### src/rtl/ddram_arb_if.sv
// rtl/ddram_arb_if.sv - requester-side burst command/data port of ddram_arb
interface ddram_arb_if;
   logic        req;
   logic        we;
   logic [28:0] addr;
   logic [7:0]  burst;
   logic        ack;
   logic [63:0] wdata;
   logic [7:0]  be;
   logic        wnext;
   logic [63:0] rdata;
   logic        rvalid;

   modport master (
      output req, we, addr, burst, wdata, be,
      input  ack, wnext, rdata, rvalid
   );

   modport slave (
      input  req, we, addr, burst, wdata, be,
      output ack, wnext, rdata, rvalid
   );
endinterface

### src/rtl/ddram_arb.sv
// rtl/ddram_arb.sv - two-port DDRAM burst arbiter, one burst per grant
// DDRAM_ARB_ROUNDROBIN_EN selects round-robin instead of port-0 priority with starvation escape.
module ddram_arb #(
   parameter int MAX_BURST    = 8,
   parameter int STARVE_LIMIT = 16
) (
   input  logic        clk_sys,
   input  logic        reset_n,
   ddram_arb_if.slave  c0,
   ddram_arb_if.slave  c1,
   input  logic        ddr_busy,
   input  logic [63:0] ddr_dout,
   input  logic        ddr_dout_ready,
   output logic [7:0]  ddr_burstcnt,
   output logic [28:0] ddr_addr,
   output logic        ddr_rd,
   output logic        ddr_we,
   output logic [63:0] ddr_din,
   output logic [7:0]  ddr_be
);
   localparam logic [1:0] S_IDLE    = 2'd0;
   localparam logic [1:0] S_RD_CMD  = 2'd1;
   localparam logic [1:0] S_RD_DATA = 2'd2;
   localparam logic [1:0] S_WR_DATA = 2'd3;
   localparam logic [7:0] MAX_B     = 8'(MAX_BURST);

   logic [1:0]  state_q, state_d;
   logic        owner_q, owner_d;
   logic [28:0] addr_q, addr_d;
   logic [7:0]  burst_q, burst_d;
   logic [7:0]  cnt_q, cnt_d;
   logic        ack0_q, ack0_d;
   logic        ack1_q, ack1_d;

   logic        idle;
   logic        grant0, grant1;
   logic [7:0]  req_burst, req_burst_eff;
   logic [7:0]  cnt_inc;
   logic        beat;

   assign idle = (state_q == S_IDLE);

`ifdef DDRAM_ARB_ROUNDROBIN_EN
   logic last_q, last_d;

   // On a tie, port 1 wins only if port 0 was granted last.
   assign grant1 = idle && c1.req && (!c0.req || !last_q);

   always_comb begin
      last_d = last_q;
      if (grant0 || grant1) last_d = grant1;
   end

   always_ff @(posedge clk_sys or negedge reset_n) begin
      if (!reset_n) last_q <= 1'b1;
      else          last_q <= last_d;
   end
`else
   localparam int            SW         = $clog2(STARVE_LIMIT + 1);
   localparam logic [SW-1:0] STARVE_MAX = SW'(STARVE_LIMIT);

   logic [SW-1:0] starve_q, starve_d;

   assign grant1 = idle && c1.req && (!c0.req || (starve_q == STARVE_MAX));

   always_comb begin
      starve_d = starve_q;
      if (grant1)                                starve_d = '0;
      else if (c1.req && (starve_q != STARVE_MAX)) starve_d = starve_q + 1'b1;
   end

   always_ff @(posedge clk_sys or negedge reset_n) begin
      if (!reset_n) starve_q <= '0;
      else          starve_q <= starve_d;
   end
`endif

   assign grant0 = idle && c0.req && !grant1;

   assign req_burst     = grant1 ? c1.burst : c0.burst;
   assign req_burst_eff = (req_burst == 8'd0)  ? 8'd1  :
                          (req_burst > MAX_B)  ? MAX_B : req_burst;

   assign beat    = ((state_q == S_RD_DATA) && ddr_dout_ready) ||
                    ((state_q == S_WR_DATA) && !ddr_busy);
   assign cnt_inc = cnt_q + 8'd1;

   always_comb begin
      state_d = state_q;
      owner_d = owner_q;
      addr_d  = addr_q;
      burst_d = burst_q;
      cnt_d   = cnt_q;
      ack0_d  = 1'b0;
      ack1_d  = 1'b0;
      case (state_q)
         S_IDLE: begin
            if (grant0 || grant1) begin
               owner_d = grant1;
               addr_d  = grant1 ? c1.addr : c0.addr;
               burst_d = req_burst_eff;
               cnt_d   = 8'd0;
               ack0_d  = grant0;
               ack1_d  = grant1;
               state_d = (grant1 ? c1.we : c0.we) ? S_WR_DATA : S_RD_CMD;
            end
         end
         S_RD_CMD: begin
            if (!ddr_busy) state_d = S_RD_DATA;
         end
         default: begin
            if (beat) begin
               cnt_d = cnt_inc;
               if (cnt_inc == burst_q) state_d = S_IDLE;
            end
         end
      endcase
   end

   always_ff @(posedge clk_sys or negedge reset_n) begin
      if (!reset_n) begin
         state_q <= S_IDLE;
         owner_q <= 1'b0;
         addr_q  <= '0;
         burst_q <= '0;
         cnt_q   <= '0;
         ack0_q  <= 1'b0;
         ack1_q  <= 1'b0;
      end else begin
         state_q <= state_d;
         owner_q <= owner_d;
         addr_q  <= addr_d;
         burst_q <= burst_d;
         cnt_q   <= cnt_d;
         ack0_q  <= ack0_d;
         ack1_q  <= ack1_d;
      end
   end

   assign ddr_rd       = (state_q == S_RD_CMD);
   assign ddr_we       = (state_q == S_WR_DATA);
   assign ddr_addr     = addr_q;
   assign ddr_burstcnt = burst_q;
   assign ddr_din      = ddr_we ? (owner_q ? c1.wdata : c0.wdata) : 64'd0;
   assign ddr_be       = ddr_we ? (owner_q ? c1.be    : c0.be)    : 8'd0;

   assign c0.ack    = ack0_q;
   assign c1.ack    = ack1_q;
   assign c0.wnext  = ddr_we && !owner_q && !ddr_busy;
   assign c1.wnext  = ddr_we &&  owner_q && !ddr_busy;
   // Read data is broadcast; only the valid strobe is steered to the owner.
   assign c0.rdata  = ddr_dout;
   assign c1.rdata  = ddr_dout;
   assign c0.rvalid = (state_q == S_RD_DATA) && ddr_dout_ready && !owner_q;
   assign c1.rvalid = (state_q == S_RD_DATA) && ddr_dout_ready &&  owner_q;
endmodule

### src/flat_wrapper.sv
// flat-port wrapper written by rule: the top's interface ports become plain ports
module ddram_arb_flat 
#(
   parameter int MAX_BURST    = 8,
   parameter int STARVE_LIMIT = 16
)
  (clk_sys, reset_n, ddr_busy, ddr_dout, ddr_dout_ready, ddr_burstcnt, ddr_addr, ddr_rd, ddr_we, ddr_din, ddr_be, c0_req, c0_we, c0_addr, c0_burst, c0_wdata, c0_be, c0_ack, c0_wnext, c0_rdata, c0_rvalid, c1_req, c1_we, c1_addr, c1_burst, c1_wdata, c1_be, c1_ack, c1_wnext, c1_rdata, c1_rvalid);
  ddram_arb_if c0_i ();
  ddram_arb_if c1_i ();
  input  logic clk_sys;
  input  logic reset_n;
  input  logic ddr_busy;
  input  logic [63:0] ddr_dout;
  input  logic ddr_dout_ready;
  output logic [7:0] ddr_burstcnt;
  output logic [28:0] ddr_addr;
  output logic ddr_rd;
  output logic ddr_we;
  output logic [63:0] ddr_din;
  output logic [7:0] ddr_be;
  input wire logic [$bits(c0_i.req)-1:0] c0_req;
  input wire logic [$bits(c0_i.we)-1:0] c0_we;
  input wire logic [$bits(c0_i.addr)-1:0] c0_addr;
  input wire logic [$bits(c0_i.burst)-1:0] c0_burst;
  input wire logic [$bits(c0_i.wdata)-1:0] c0_wdata;
  input wire logic [$bits(c0_i.be)-1:0] c0_be;
  output wire logic [$bits(c0_i.ack)-1:0] c0_ack;
  output wire logic [$bits(c0_i.wnext)-1:0] c0_wnext;
  output wire logic [$bits(c0_i.rdata)-1:0] c0_rdata;
  output wire logic [$bits(c0_i.rvalid)-1:0] c0_rvalid;
  input wire logic [$bits(c1_i.req)-1:0] c1_req;
  input wire logic [$bits(c1_i.we)-1:0] c1_we;
  input wire logic [$bits(c1_i.addr)-1:0] c1_addr;
  input wire logic [$bits(c1_i.burst)-1:0] c1_burst;
  input wire logic [$bits(c1_i.wdata)-1:0] c1_wdata;
  input wire logic [$bits(c1_i.be)-1:0] c1_be;
  output wire logic [$bits(c1_i.ack)-1:0] c1_ack;
  output wire logic [$bits(c1_i.wnext)-1:0] c1_wnext;
  output wire logic [$bits(c1_i.rdata)-1:0] c1_rdata;
  output wire logic [$bits(c1_i.rvalid)-1:0] c1_rvalid;
  assign c0_i.req = c0_req;
  assign c0_i.we = c0_we;
  assign c0_i.addr = c0_addr;
  assign c0_i.burst = c0_burst;
  assign c0_i.wdata = c0_wdata;
  assign c0_i.be = c0_be;
  assign c0_ack = c0_i.ack;
  assign c0_wnext = c0_i.wnext;
  assign c0_rdata = c0_i.rdata;
  assign c0_rvalid = c0_i.rvalid;
  assign c1_i.req = c1_req;
  assign c1_i.we = c1_we;
  assign c1_i.addr = c1_addr;
  assign c1_i.burst = c1_burst;
  assign c1_i.wdata = c1_wdata;
  assign c1_i.be = c1_be;
  assign c1_ack = c1_i.ack;
  assign c1_wnext = c1_i.wnext;
  assign c1_rdata = c1_i.rdata;
  assign c1_rvalid = c1_i.rvalid;
  ddram_arb #(.MAX_BURST(MAX_BURST), .STARVE_LIMIT(STARVE_LIMIT)) u_core (.clk_sys(clk_sys), .reset_n(reset_n), .c0(c0_i), .c1(c1_i), .ddr_busy(ddr_busy), .ddr_dout(ddr_dout), .ddr_dout_ready(ddr_dout_ready), .ddr_burstcnt(ddr_burstcnt), .ddr_addr(ddr_addr), .ddr_rd(ddr_rd), .ddr_we(ddr_we), .ddr_din(ddr_din), .ddr_be(ddr_be));
endmodule
### config.mk
export PLATFORM = sky130hd
export DESIGN_NAME = ddram_arb_flat
export DESIGN_NICKNAME = d
export VERILOG_FILES = /design/src/rtl/ddram_arb_if.sv /design/src/rtl/ddram_arb.sv /design/src/flat_wrapper.sv
export SDC_FILE = /design/constraint.sdc
export NUM_CORES = 1
export LEC_CHECK = 0
export BUFFER_PORTS_ARGS = -buffer_cell sky130_fd_sc_hd__buf_4
export CAP_MARGIN = 10
export CORE_AREA = 2 2 206 208
export CTS_CLUSTER_DIAMETER = 40
export DETAILED_ROUTE_END_ITERATION = 8
export DIE_AREA = 0 0 208 210
export PLACE_DENSITY = 0.44
export SYNTH_ARGS = -nofsm -noshare
export SYNTH_HDL_FRONTEND = slang
export SYNTH_SLANG_ARGS = --single-unit
### constraint.sdc
create_clock -name clk_sys -period 4.2 [get_ports clk_sys]
set_input_delay 0.84 -clock clk_sys [delete_from_list [all_inputs] [get_ports clk_sys]]
set_output_delay 0.84 -clock clk_sys [all_outputs]
set_load 0.05 [all_outputs]
Yosys cells after proc, flatten, opt, wreduce, memory -nomap -nowiden

Index checks and enable logic that the tools add are counted.

Logic and storage cells: 73
Input port bits: 290
Bits in registers: 55
Output and inout port bits: 245

Muxes and demuxes: 24
Reductions and logical operators: 29
Add/subtract/negate cells: 2
$lt $le $gt $ge: 1
Bitwise gates (word level): 1
Eq/ne operators: 8

Operators with widths:

| kind                | count |
|---|---|
| $mux 64             | 2 |
| $mux 8              | 7 |
| $mux 29             | 1 |
| $pmux 8 s2          | 1 |
| $logic_and 1x1->1   | 13 |
| $mux 2              | 5 |
| $mux 5              | 2 |
| $add 8x1->8 const B | 1 |
| $eq 8x8->1          | 1 |
| $gt 8x4->1 const B  | 1 |
| $logic_not 8->1     | 1 |
| $reduce_bool 3->1   | 2 |
| $add 5x1->5 const B | 1 |
| $eq 5x5->1 const B  | 1 |
| $mux 1              | 5 |
| $ne 5x5->1 const B  | 1 |
| $eq 2x2->1 const B  | 2 |
| $logic_not 1->1     | 4 |
| $ne 2x2->1 const B  | 2 |
| $pmux 2 s2          | 1 |
| $reduce_and 4->1    | 1 |
| $reduce_bool 2->1   | 2 |
| $logic_or 1x1->1    | 3 |
| $reduce_and 3->1    | 1 |
| 4 further kinds     | 4 |

Depth between registers and ports, before layout

Gate-level depths: netlist (run 1).

Depth in word-level cells: 8
Gate-level depth with buffers: 8
Gate-level depth less buffers: 7

Least setup slack after synthesis (run 1)

Ideal clock, no wire load.

Kind: flip-flop to output port
Start point: register u_core.owner_q
End point: output port ddr_din[28]
Stages on the path, launching flop included: 6
Data required time: 3.360 ns
Data arrival time: 2.153 ns
Path buffers: 3
Slack: 1.207 ns
Path through: dfrtp_1 clkbuf_1 buf_1 buf_1 mux2i_1 nor2_1

Word-level cells in the longest chain between the ends: 2

Ends and longest elaborated chain:

| what                   | RTL line           | text |
|---|---|---|
| start, declared        | ddram_arb.sv:28    | `logic owner_q, owner_d;` |
| start signal, assigned | ddram_arb.sv:131   | `owner_q <= owner_d;` |
| $mux 64 (2 in a row)   | ddram_arb.sv:144   | `assign ddr_din = ddr_we ? (owner_q ? c1.wdata : c0.wdata) : 64'd0;` |
| end, declared          | flat_wrapper.sv:19 | `output logic [63:0] ddr_din;` |

No other way between the ends.

Worst setup path after layout (run 1)

Start point: register u_core.owner_q
End point: output port c1_rvalid

Word-level cells in the longest chain between the ends: 1

Ends and longest elaborated chain:

| what              | RTL line           | text |
|---|---|---|
| $logic_and 1x1->1 | ddram_arb.sv:155   | `assign c1.rvalid = (state_q == S_RD_DATA) && ddr_dout_ready && owner_q;` |
| end, declared     | flat_wrapper.sv:40 | `output wire logic [$bits(c1_i.rvalid)-1:0] c1_rvalid;` |

No other way between the ends.

==> impl_summary.md, run 1 <==
Detailed routing
The total via count in the routed design is 4621. The detail-routed net length per standard cell is 18.1 um. In the routed layout, each cell is associated on average with a via count of 3.52.

The routed design uses 2.86 mm of met3 wire. The count of nets left with antenna violations once routing finished came out at 0. For this run, design rule violations remaining after detail routing come to 0. After detailed routing, the total wire length is 23.8 mm. The detailed router used layers up to and including met5. The number of optimization iterations in the first detailed-route pass is 4. The number of DRC markers after the initial detailed-route iteration is 220. The met1 wire length is 9.24 mm. After detailed routing, the met2 layer carries 10.9 mm of wire.

CTS
The TritonCTS clock tree is done. The CTS clock-pin slew for the worst setup and hold paths is 70 ps. The library cell used as clock root buffer is clkbuf_16. In this run, CTS created clock tree buffers numbering 5. The hold buffer count at cts is 0.

The total number of H-tree levels is 2. The clock reaches the later pin of the worst-skew pair after 290 ps. After clock tree synthesis, the repair step resized 0 gates. After clock tree synthesis, the setup repair step added 0 buffers. The deepest clock path buffer count is 2. The total number of clock tree sinks is 55.

Timing
The post-route worst setup slack is 1110 ps. For the pin with the worst max-slew slack, the measured transition is 758 ps. The max-slew violation total from the final report is 0. The time the final worst path needs with I/O delays and setup is 3090 ps.

Clock skew on the completed layout was measured at 4.72 ps. The worst relative slew slack is 49.5%. Adding up every negative setup slack in the final design gives 0 ps. Dividing the final minimum period by the clock period gives 73.6%. The final number of setup-violating endpoints is 0. Setup repair after global routing left no endpoint under its margin. The number of hold-slack violations in the final timing report came to 0. The achievable frequency is 323 MHz.

Worst setup path
In this design, the critical path's most frequently occurring cell is buf_4. The arrival time of data at the critical path endpoint is 2250 ps. The critical path goes through buf_4 -> nor3b_1 -> buf_4. The type of the worst setup path is flip-flop to output port. STA puts the critical path data required time at 3360 ps. The master of the slowest instance on the critical path is dfrtp_4.

The biggest cell delay along the critical path is 700 ps. The nature of the critical path startpoint is a flip-flop. The worst setup path is captured at an output port. The count of buffering cells on the critical path with inverters included is 2. The top fanout value on the critical path is 26. The largest delay contributor family on the critical path is flip-flops.

Place
The number of placed instances, taps included is 1299. The post-place setup slack is 1330 ps. The congestion estimate from routability-driven global placement came to 0.816. Port buffering added 342 buffers. The half-perimeter wire length of the detailed placement result is 20.5 mm.

Final layout
Compared with the post-synthesis result, the final layout area differs by 50.0%. The filler cells instantiated in the layout total 4729. The post-route netlist has 47.1% of its cells at a drive strength greater than 1. The footprint of the flip-flops and latches is 1380 um2. The final net count is 1061. In the final layout, the multi-input gates occupy 2300 um2. The count of cells in the finished layout, fillers not included, comes to 1311.

Flow run
The count of maximum capacitance violations is 0.

Logic synthesis
The commonest cells after synthesis are buf_4, mux2i_1, nor2_1, dfrtp_1, o21ai_0. After synthesis the netlist holds a flip-flop and latch count of 55. The post-synthesis instance area is 4790 um2.

The predominant post-synthesis flop cell is dfrtp_1. Yosys attributes the largest share of cell area to dfrtp_1, mux2i_1, buf_4, nor2_1, o21ai_0. The post-synthesis cell count is 572. The count of distinct cell types in the synthesized netlist is 38.

The number of nets handed over by synthesis was 865. The warning count from the yosys run is 0. In the post-synthesis netlist, the cell with the most instances is buf_4. Of all flip-flops after synthesis, the portion carrying an async set or reset was 100%. Counting flops with a built-in enable in the synthesized netlist gives 0.

The library cell with the largest summed area after synthesis is dfrtp_1. Summing the sequential cell areas from Yosys gives 28.7% of the chip area. The mean area per synthesized cell is 8.38 um2.

After synthesis, the largest area contributor takes up 28.7% of total cell area.

Floorplanning
The die boundary width is 208 um. The die is 210 um tall. The initial utilization of the core area, before any placement, comes to 11.6%.

The die outline area is 43700 um2. The top-level I/O count is 535. The cell row count is 75. The core region is 41500 um2.

Power
The static leakage power is 3.43 nW. IR analysis of the VDD net gives a maximum drop of 0.000381 V. In this run the power density over the cells is 751 nW/um2.

Global route
The via count of the first global-routing pass is 4735. The pin count of the biggest net entering global routing is 72. Global routing finished with a remaining overflow of 0.

The total global-route track usage is 10.2%. The initial antenna violation count was 5. The global-route wire length before repair is 33.1 mm.

Run status
The run finished with clean final reports.

Hold path
The class of the tightest hold or removal check is flip-flop to flip-flop.
[where the power goes]
group          switching (W)  leakage [nW]  internal (W)
clock               0.000195        0.0669      0.000221
sequential          0.000216         0.695      0.000728
combinational        0.00280          2.67       0.00125
[tightest hold or removal path, stage by stage, from the launching register on]
cell     delay [ps]
dfrtp_1         340
nand2_1          40
o21ai_0          60
[per-stage QoR]
stage | area (um2) | total power (W) | hold slack [ps] | util (%)
2_1_floorplan | 4790 | 0.00395 | 489 | -
3_3_place_gp | 7020 | 0.00502 | 465 | 16.9
3_5_place_dp | 7020 | 0.00505 | 474 | 16.9
4_1_cts | 7160 | 0.00549 | 491 | 17.3
5_1_grt | 7180 | 0.00572 | 503 | 17.3
6_report | 7190 | 0.00540 | 485 | 17.3
[sequential cells by signal, summed over array words and instances (netlist names)]
name                 flops
u_core.ddr_addr         29
u_core.cnt_q             8
u_core.ddr_burstcnt      8
u_core.starve_q          5
u_core.state_q           2
u_core.c0.ack            1
u_core.c1.ack            1
u_core.owner_q           1
[logic make-up after synthesis]
group / count (synthesis) / share of synthesized area [%]
fa+ha+maj: 3 / 0.783
flops: 55 / 28.7
simple gates: 169 / 15.4
compound gates: 58 / 7.26
xor+xnor: 16 / 2.92
buf+inv: 168 / 23.4
mux: 103 / 21.5
[layout by cell type (no fill, tap or decap), drive strengths merged, types with 5 or more instances in the layout]
| master | count |
|---|---|
| mux2i | 103 |
| buf | 349 |
| and2 | 5 |
| inv | 8 |
| nor2 | 86 |
| nand2 | 43 |
| xor2 | 8 |
| nor3 | 6 |
| o21ai | 44 |
| xnor2 | 8 |
| nand3 | 7 |
| clkbuf | 6 |
| dfrtp | 55 |
[layer usage]
metal / track usage (%) / up-vias
met5: 0 / -
met4: 3.47 / 6
met3: 4.99 / 35
met2: 16.7 / 367
met1: 11.7 / 2042
li1: - / 2171
[worst paths after layout]
path	startpoint	end	slack, ps	depth (start not counted)
setup / recovery	u_core.owner_q$_DFFE_PN0P_	c1_rvalid	1110	3
hold / removal	u_core.ddr_addr[13]$_DFFE_PN0P_	u_core.ddr_addr[13]$_DFFE_PN0P_	480	2
setup reg to reg	u_core.starve_q[0]$_DFFE_PN0P_	u_core.ddr_burstcnt[0]$_DFFE_PN0P_	1540	8
hold reg to reg	u_core.ddr_addr[13]$_DFFE_PN0P_	u_core.ddr_addr[13]$_DFFE_PN0P_	480	2
max in group asynchronous	reset_n	u_core.owner_q$_DFFE_PN0P_	3010	1
min in group asynchronous	reset_n	u_core.ddr_addr[18]$_DFFE_PN0P_	620	1
[layout make-up]
class | count | share of cell area (%)
timing repair buffer | 349 | 37.0
multi-input combinational | 349 | 32.0
inverter | 8 | 0.418
clock inverter | 2 | 0.174
tap | 539 | 9.38
sequential | 55 | 19.2
antenna | 3 | 0.104
clock buffer | 6 | 1.79
(Power assumes the default switching activity.)
==> run 2: changes to the inputs <==
ABC_AREA = 1   (was unset)
CORE_AREA = 2 2 210 212   (was 2 2 206 208)
DIE_AREA = 0 0 212 214   (was 0 0 208 210)
clock period = 2.98 ns   (was 4.2 ns; I/O delays follow)
==> impl_summary.md, run 2 <==
Logic synthesis
The top-area cell type share of the netlist area is 27.6% (-1.1 points). By instance count, the leading cell after synthesis is nand2_1. The post-synthesis cell count came to 747 (+31%). The count of distinct cell types in the synthesized netlist came to 28 (-26%). The number of enable flip-flop cells after synthesis is 0 (unchanged). The commonest cells after synthesis are nand2_1, buf_4, nor2_1, a21oi_1, dfrtp_1. The post-synthesis instance area is 4980 um2 (+3.9%). The sequential-to-total area share from yosys stat is 27.6% (-1.1 points).

Among all flip-flop cells after synthesis, the most frequent one is dfrtp_1. The library cell with the largest summed area after synthesis is dfrtp_1. The number of nets produced by synthesis is 1040 (+20%).

By area the synthesized netlist is led by dfrtp_1, buf_4, nand2_1, a21oi_1, o31ai_2. The mean area per synthesized cell is 6.67 um2 (-20%). The warning count from the yosys run is 0 (unchanged).

The post-synthesis register bit count was 55 (unchanged). The async set-reset flop share out of synthesis is 100% (unchanged).

Floorplanning
The cell row count is 76 (+1.3%). The core footprint was 42900 um2 (+3.4%). The top-level I/O count is 535 (unchanged). The effective utilization at floorplan is 11.6% (+0.058 points). The die boundary width is 212 um (+1.9%). The die outline area is 45400 um2 (+3.9%).

The overall die height is 214 um (+1.9%).

Detailed routing
The final antenna-violating net count is 0 (unchanged). The number of design rule violations left after detail routing came to 0 (unchanged). The number of DRC markers after the initial detailed-route iteration is 321 (+46%). The total wire length is 27.7 mm (+17%). The total via count in the routed design is 5596 (+21%). The number of vias per cell after detailed routing came to 3.65 (+3.4%). The detail-routed net length per standard cell was 18.1 um (-0.36%).

The number of optimization iterations in the first detailed-route pass is 5 (+1).

CTS
The deepest clock path buffer count came to 2 (unchanged). The total number of H-tree levels is 2 (unchanged). The total number of clock tree sinks is 55 (unchanged). The clock latency on the worst-skew pair is 320 ps (+30 ps). The CTS clock-pin slew for the worst setup and hold paths is 80 ps (about the same).

The CTS buffer count is 5 (unchanged). The count of buffers added by post-CTS timing repair for setup is 0 (unchanged). TritonCTS built the clock tree. The cell sitting at the root of the clock tree is a clkbuf_16. The hold buffer count at cts is 0 (unchanged).

Flow run
The count of maximum capacitance violations was 0 (unchanged).

Worst setup path
The top fanout value on the critical path came to 34 (+31%). The capturing element type of the critical path is an output port. The cell depth of the worst flop-to-flop path was 12 (+4).

The data required time at the worst endpoint is 2380 ps (-980 ps). The worst register-to-register path begins at u_core.starve_q[0]$_DFFE_PN0P_. The worst setup slack for register-to-register paths was 940 ps (-600 ps). The endpoint of the worst-slack reg-to-reg timing path is u_core.ddr_burstcnt[0]$_DFFE_PN0P_. The nature of the critical path startpoint is a flip-flop. The arrival time of data at the critical path endpoint came to 2200 ps (-50 ps). The critical path in this run is classified as flip-flop to output port.

Power
The power share of the sequential group is 17.4% (about the same). The share of power burned in combinational logic is 72.9% (-1.9 points). The worst-case vdd ir drop is 0.000478 V (+25%). The power density relative to cell area was 999 nW/um2 (+33%).

The net switching power figure is 0.00445 W (+39%). The clock group share of total power came to 9.7% (+2.0 points). The internal power summed over all cells was 0.00301 W (+37%). The proportion of total power due to net switching is 59.7% (+0.30 points). The static leakage power is 3.78 nW (+10%).

Global route
The total congestion overflow after global routing is 0 (unchanged). The via count of the first global-routing pass is 5523 (+17%). The pin count of the biggest net entering global routing is 56 (-22%). The global-route wire length before repair was 38.0 mm (+15%). The total global-route track usage is 11.5% (+1.3 points). The initial antenna violation count is 4 (-1).

Timing
Setup repair after global routing left no endpoint under its margin. The number of hold-slack violations in the final timing report is 0 (unchanged). The worst relative slew slack is 45.4% (-4.0 points).

After layout, the minimum clock period comes to 2790 ps. The total negative slack for setup checks is 0 ps (unchanged). The ratio of final minimum period to clock period is 93.7%. The worst clock skew on the final layout was 14.4 ps (+9.72 ps).

The achievable frequency is 358 MHz. The worst hold slack was 376 ps (-108 ps). The max-slew violation total from the final report is 0 (unchanged). The final number of setup-violating endpoints is 0 (unchanged). The slew at the pin closest to its max-slew limit is 818 ps (+60.5 ps).

Place
The final estimated routing congestion in global placement is 0.804 (-1.4%). The count of buffers from port buffering was 342 (unchanged). The half-perimeter wire length of the detailed placement result was 23.4 mm (+14%).

Run status
The flow ran to the end, and the final reports show no timing, DRC or antenna violations.

Final layout
The number of fillers in the final layout was 4922 (+4.1%). The final net count was 1240 (+17%). The library cell used most frequently in the layout, excluding fill and tap cells, is buf_4. The growth of design area from synthesis to finish came to 50.0% (about the same). The library cells used most frequently in the layout, excluding fill and tap cells, are buf_4, nand2_1, nor2_1, a21oi_1, dfrtp_1. The share of cells above drive strength 1 is 43.1% (-3.9 points). The flip-flop count of the largest register after layout was 29 (unchanged).

Hold path
The worst hold path belongs to the class primary input to async pin.
## run 2: changes by cell type after synthesis, moves of 14 or more
cell / previous run / this run
a21oi_1: 2 / 74
inv_1: 8 / 36
mux2i_1: 103 / 0
nand2_1: 43 / 245
nand3_1: 7 / 21
o21ai_0: 44 / 11
o31ai_2: 0 / 28
## run 2: metal layers
| metal | vias to the layer above | GRT usage (%) | wire (um) |
|---|---|---|---|
| met3 | 35 | 5.64 | 3540 |
| li1 | 2645 | - | - |
| met2 | 414 | 18.8 | 12600 |
| met1 | 2500 | 13.1 | 10800 |
| met4 | 2 | 3.69 | 769 |
| met5 | - | 0 | 16 |
## run 2: how the worst max path moves through the flow
stage	from	end	slack [ps]	cells after the start
floorplan	u_core.owner_q$_DFFE_PN0P_	ddr_din[10]	630	4
CTS	u_core.state_q[1]$_DFFE_PN0P_	ddr_din[15]	40	4
finish	u_core.state_q[1]$_DFFE_PN0P_	ddr_din[15]	190	4
global route	u_core.state_q[1]$_DFFE_PN0P_	ddr_din[15]	10	4
global placement	u_core.owner_q$_DFFE_PN0P_	ddr_din[13]	370	5
detailed placement	u_core.owner_q$_DFFE_PN0P_	ddr_din[13]	380	5
## run 2: repair_timing
| action | in CTS | in global routing |
|---|---|---|
| hold endpoints to repair | 0 | 0 |
| gates resized for setup | 1 | 0 |
| setup endpoints to repair | 1 | 0 |
## run 2: critical path, stage by stage, from the launching register on
cell and delay [ps]:
dfrtp_1 540, nand2_4 320, buf_4 320, a21oi_1 390, buf_4 290
## run 2: cell type report
class                      instances  area [um2]  area share, %
tap                              585         732           9.80
antenna                            2        5.00         0.0670
sequential                        55        1380           18.4
clock inverter                     3        43.8          0.586
timing repair buffer             359        2710           36.2
clock buffer                       5         125           1.67
multi-input combinational        488        2340           31.3
inverter                          38         143           1.91
## run 2: power by group through the flow
stage / combinational [W] / clock [W] / sequential (W)
after floorplan: 0.00334 / 0 / 0.00193
after global placement: 0.00555 / 0 / 0.00130
after detailed placement: 0.00554 / 0 / 0.00131
after CTS: 0.00555 / 0.000767 / 0.00130
after global routing: 0.00582 / 0.000784 / 0.00134
final: 0.00544 / 0.000727 / 0.00130
## run 2: through the flow
| step | setup slack (ps) | std cells | power (W) | area, um2 | util [%] |
|---|---|---|---|---|---|
| floorplan | 634 | 747 | 0.00527 | 4980 | - |
| global placement | 373 | 1525 | 0.00685 | 7290 | 17.0 |
| detailed placement | 375 | 1525 | 0.00684 | 7290 | 17.0 |
| CTS | 38.4 | 1533 | 0.00762 | 7470 | 17.4 |
| global route | 11.1 | 1535 | 0.00795 | 7470 | 17.4 |
| finish | 187 | 1535 | 0.00746 | 7470 | 17.4 |
## run 2: kinds of logic after synthesis
family | share of synthesized area, %
AO/OA/AOI/OAI | 17.2
AND/OR/NAND/NOR | 28.7
buffers and inverters | 25.7
flip-flops | 27.6
adder cells (fa/ha/maj) | 0.754
